==> src/rtl/game_timer.sv <==
// Round countdown timer: two BCD digits of remaining seconds, a 1 s tick,
// a low-time warning and a timeout level that ends gameplay.
module game_timer #(
    parameter int unsigned TICK_DIV     = 50_000_000,
    parameter logic [3:0]  DEFAULT_TENS = 4'd5,
    parameter logic [3:0]  DEFAULT_ONES = 4'd9,
    parameter logic [6:0]  LOW_THRESH   = 7'd10
) (
    input  logic       clk,
    input  logic       rst,
    input  logic       reconfig,
    input  logic       timer_enable,
    input  logic [3:0] cfg_tens,
    input  logic [3:0] cfg_ones,
    output logic       timeout,
    output logic [3:0] time_tens,
    output logic [3:0] time_ones,
    output logic       running,
    output logic       sec_tick,
    output logic       low_time
);

    localparam int unsigned    PSC_W   = (TICK_DIV > 1) ? $clog2(TICK_DIV) : 1;
    localparam logic [PSC_W-1:0] PSC_MAX = PSC_W'(TICK_DIV - 1);

    typedef enum logic [2:0] {
        IDLE,
        LOADED,
        RUN,
        PAUSE,
        EXPIRED
    } state_t;

    state_t           state;
    state_t           state_next;
    logic [PSC_W-1:0] psc;
    logic [PSC_W-1:0] psc_next;
    logic [3:0]       tens_next;
    logic [3:0]       ones_next;
    logic             timeout_next;
    logic             running_next;
    logic             sec_tick_next;
    logic             low_time_next;
    logic [6:0]       remain_next;

    logic             tick;
    logic             cfg_bad;
    logic [3:0]       load_tens;
    logic [3:0]       load_ones;
    logic [3:0]       dec_tens;
    logic [3:0]       dec_ones;
    logic             dec_zero;

    assign tick      = (state == RUN) && (psc == PSC_MAX);
    assign cfg_bad   = (cfg_tens > 4'd9) || (cfg_ones > 4'd9) ||
                       ((cfg_tens == 4'd0) && (cfg_ones == 4'd0));
    assign load_tens = cfg_bad ? DEFAULT_TENS : cfg_tens;
    assign load_ones = cfg_bad ? DEFAULT_ONES : cfg_ones;

    // BCD decrement with borrow; saturates at 00
    always_comb begin
        dec_tens = time_tens;
        dec_ones = time_ones;
        if (time_ones == 4'd0) begin
            if (time_tens != 4'd0) begin
                dec_ones = 4'd9;
                dec_tens = time_tens - 4'd1;
            end
        end else begin
            dec_ones = time_ones - 4'd1;
        end
    end

    assign dec_zero = (dec_tens == 4'd0) && (dec_ones == 4'd0);

    // State and output registers
    always_ff @(posedge clk) begin
        if (!rst) begin
            state     <= IDLE;
            psc       <= '0;
            time_tens <= 4'd0;
            time_ones <= 4'd0;
            timeout   <= 1'b0;
            running   <= 1'b0;
            sec_tick  <= 1'b0;
            low_time  <= 1'b0;
        end else begin
            state     <= state_next;
            psc       <= psc_next;
            time_tens <= tens_next;
            time_ones <= ones_next;
            timeout   <= timeout_next;
            running   <= running_next;
            sec_tick  <= sec_tick_next;
            low_time  <= low_time_next;
        end
    end

    // Next-state logic; reconfig overrides every state
    always_comb begin
        state_next = state;
        if (reconfig) begin
            state_next = LOADED;
        end else begin
            case (state)
                IDLE:    state_next = IDLE;
                LOADED:  if (timer_enable) state_next = RUN;
                RUN: begin
                    if (tick) begin
                        if (dec_zero) state_next = EXPIRED;
                    end else if (!timer_enable) begin
                        state_next = PAUSE;
                    end
                end
                PAUSE:   if (timer_enable) state_next = RUN;
                EXPIRED: state_next = EXPIRED;
                default: state_next = IDLE;
            endcase
        end
    end

    // Datapath and output next values
    always_comb begin
        psc_next      = psc;
        tens_next     = time_tens;
        ones_next     = time_ones;
        sec_tick_next = 1'b0;
        if (reconfig) begin
            psc_next  = '0;
            tens_next = load_tens;
            ones_next = load_ones;
        end else begin
            case (state)
                IDLE, EXPIRED: begin
                    tens_next = 4'd0;
                    ones_next = 4'd0;
                end
                RUN: begin
                    if (tick) begin
                        psc_next      = '0;
                        tens_next     = dec_tens;
                        ones_next     = dec_ones;
                        sec_tick_next = 1'b1;
                    end else if (timer_enable) begin
                        psc_next = psc + PSC_W'(1);
                    end
                end
                default: ;
            endcase
        end
        timeout_next  = (state_next == EXPIRED);
        running_next  = (state_next == RUN);
        remain_next   = 7'(tens_next) * 7'd10 + 7'(ones_next);
        low_time_next = running_next && (remain_next <= LOW_THRESH);
    end

endmodule

==> config.mk <==
export PLATFORM = sky130hd
export DESIGN_NAME = game_timer
export DESIGN_NICKNAME = d
export VERILOG_FILES = /design/src/rtl/game_timer.sv
export SDC_FILE = /design/constraint.sdc
export NUM_CORES = 1
export LEC_CHECK = 0
export ABC_AREA = 1
export CELL_PAD_IN_SITES_DETAIL_PLACEMENT = 0
export CELL_PAD_IN_SITES_GLOBAL_PLACEMENT = 1
export CORE_ASPECT_RATIO = 1.75
export CORE_MARGIN = 1
export CORE_UTILIZATION = 41
export DETAILED_ROUTE_END_ITERATION = 10
export PLACE_DENSITY = 0.9
export REMOVE_ABC_BUFFERS = 1
export SLEW_MARGIN = 20
export SYNTH_ARGS = -nofsm -noshare
export SYNTH_HDL_FRONTEND = slang
export SYNTH_SLANG_ARGS = --single-unit
==> constraint.sdc <==
create_clock -name clk -period 4.65 [get_ports clk]
set_clock_uncertainty 0.2 [all_clocks]
set_input_delay 0.6975 -clock clk [delete_from_list [all_inputs] [get_ports clk]]
set_output_delay 0.6975 -clock clk [all_outputs]
set_load 0.1 [all_outputs]
==> impl_results.md <==
* Hold path cells at 1
* Starting Density at 0.4222
* CTS buffer count at 5
* Vias in the first global route at 2877
* Port bufs at 23
* GRT Total Usage at 0.2323
* Synth Area in Compound Gates at 0.1164
* Post-CTS Setup Bufs at 0
* PwrDens at ~250 nW/µm²
* Hold Crit Class: flip-flop to flip-flop
* Fillers at between 700 and 800
* H-tree depth at 2
* CP Max Fanout at 13
* Seq cells post-synth at 41
* WS Path Type: flip-flop to flip-flop
* Clock Power Share at 0.385
* DIE AREA at about 7700 µm²
* Seq/Total Area, Yosys at 0.2727
* Crit start category: flip-flop
* Gate power share at 0.183
* Post-Synth Simple-Gate Area at 0.4227
* Max Freq at about 260 MHz
* Antenna cells at 0
* Remaining Overflow, GRT at 0
* Asr flop ratio synth at 0
* Yosys top cell by area: dfxtp_1
* Die height at roughly 120 µm
* Sw Share at 0.2867
* Largest family of logic cells by synthesized area: simple AND/OR/NAND/NOR gates
* Synth warn at 0
* WP data arrival at 3880 ps
* Post-Synth Adder-Cell Area at 0.05486
* Routed Antenna Nets at 0
* Syn Inst Count at around 480
* CTS clk-pin slew, worst paths at 60 ps
* Routed wire length at around 8 mm
* Crit end category: flip-flop
* Mux cell area share after synthesis at 0
* Iter 0 DRT Violations at around 180
* # nets final at around 520
* Post-Synth XOR/XNOR Area at 0.03491
* Syn avg cell area at 6.338 µm²
* Synth area leaders: dfxtp_1 (27%), nand2_1 (15%), nor2_1 (8.0%)
* Tmin final at between 3000 and 4000 ps
* EDFF count, synth at 0
* RSZ-0062 raised after global routing: no
* Outcome: finished clean
* Max cap viols at 0
* Setup TNS at 0 ps
* CP Data Required Time at roughly 4700 ps
* Setup violations, final at 0
* Max-slew violation count at 0
* Largest net degree at the start of global routing at 25
* Worst Reg-to-Reg Cells at 22
* Boundary pin count at 24
* Layout cells sized above 1 at 0.07895
* Routability cong. at a little over 0.9
* P&R area growth vs syn at 13.76%
* Sw power at between 0.2 and 0.25 mW
* Pre-CTS setup slack at around 640 ps
* Seq pwr share at 0.432
* Die width at approximately 67 µm
* Routed vias at 3103
* Avg WL per Cell at 13.83 µm
* Routed vias/inst at between 5 and 6
* Sink Count at 41
* Clk_lat worst skew at between 200 and 300 ps
* Leak pwr at roughly 1.4 nW
* Drt pass-1 iters at 4
* Post-DP HPWL at approximately 6.5 mm
* Root buffer cell: clkbuf_16
* Core ar. at 7131 µm²
* IR drop worst, VDD at 0.1409 mV
* Antenna violations before repair at 0
* Worst-Margin Slew at a little under 1000 ps
* DRC errors left at 0
* Synthesized area at approximately 3000 µm²
* Setup WS post-layout at approximately 800 ps
* Prevailing post-synth register cell: dfxtp_1
* Clock tree buffer depth at 2
* Unique masters post-synth at 39
* Int Pwr at 0.5993 mW
* Post-CTS Hold Buffers at 0
* First-pass GRT wire length at 13.08 mm
* Max-slew headroom at 0.3436
* PostCTS Resize Cnt at 0
* CTS tree: yes
* Site Rows at about 40
* Tcrit/Tclk final at 0.8288
* Hold Fails Final Rpt at 0
* Synth top area share at 0.2727
-- path summary, 6_finish.rpt --
kind         endpoint  slack, ps    from
min            psc[4]        290  psc[4]
min reg2reg    psc[4]        290  psc[4]
max          low_time        800  psc[0]
max reg2reg  low_time        800  psc[0]
-- worst max-delay path, cell delays in order (launching register included) --
cell	delay [ps]
dfxtp_1	360
ha_1	240
nand3_1	150
nor2_1	180
nand3_1	140
nor2_4	290
nand2_1	80
o21ai_0	100
o21ai_0	110
o21ai_1	160
inv_1	120
ha_1	200
ha_1	190
fa_1	540
inv_1	50
nor2_1	120
xor2_1	160
inv_1	70
nand3_1	80
nand2_1	50
nor2_1	80
nand2_1	50
nor2_1	80
-- flip-flops by register name, summed over array words and instances, names as in the netlist --
register,count
low_time,1
time_ones,4
time_tens,4
state,3
running,1
psc,26
sec_tick,1
timeout,1
-- area by class of cell --
class	count	area (µm²)	share of cell area
Clock inverter	1	5.005	0.001461
Sequential cell	41	820.8	0.2397
Multi-Input combinational cell	362	1893	0.5528
Clock buffer	5	125.1	0.03654
Inverter	61	235.2	0.06869
Tap cell	86	107.6	0.03142
Timing Repair Buffer	24	237.7	0.06942
-- kinds of logic (layout without fill, tap and decap cells) --
| family | Yosys count | in the layout |
|---|---|---|
| xor+xnor | 12 | 12 |
| flops | 41 | 41 |
| buf+inv | 72 | 91 |
| simple gates | 275 | 275 |
| fa+ha+maj | 12 | 12 |
| compound gates | 63 | 63 |
-- per-layer routing --
layer	global-route usage	part of all wire	vias up
met5	0	0	-
met3	0.03671	0.027	27
li1	-	-	1584
met1	0.2071	0.35	1416
met4	0.1560	0.055	0
met2	0.4519	0.57	76
-- cell usage after synthesis (3+ instances only) --
cell type / instances
a21oi_1: 32
buf_2: 7
dfxtp_1: 41
ha_1: 10
inv_1: 54
inv_2: 5
nand2_1: 123
nand2_2: 5
nand3_1: 31
nand4_1: 15
nor2_1: 64
nor2_4: 5
nor3_1: 12
nor4_1: 6
o211ai_1: 3
o21ai_0: 15
o21ai_1: 3
or2_2: 3
xor2_1: 12
-- cell usage in the layout (no fill, tap or decap), types with 6 or more instances in the layout --
cell	count
dfxtp_1	41
o21ai_0	15
nor4_1	6
inv_1	54
nand2_1	123
a21oi_1	32
xor2_1	12
nor3_1	12
clkdlybuf4s50_1	23
ha_1	10
nand3_1	31
nand4_1	15
nor2_1	64
-- power groups by stage --
stage          clock network (mW)  logic, mW  registers (mW)
4_1_cts                     0.333      0.155           0.363
3_3_place_gp                    0      0.152           0.370
2_1_floorplan                   0     0.0841           0.396
5_1_grt                     0.348      0.172           0.363
3_5_place_dp                    0      0.154           0.370
6_report                    0.323      0.154           0.363
-- per-stage QoR --
stage / cell area, µm² / total power [mW] / hold WS (ps) / instances / utilization
floorplan: 2949 / 0.4798 / 254.4 / 464 / -
global placement: 3294 / 0.5226 / 273.0 / 574 / 0.4620
detailed placement: 3294 / 0.5246 / 283.1 / 574 / 0.4620
CTS: 3425 / 0.8507 / 293.3 / 580 / 0.4803
global route: 3425 / 0.8832 / 316.8 / 580 / 0.4803
finish: 3425 / 0.8401 / 290.5 / 580 / 0.4803
Note: power is estimated with default switching activity, not from simulation.
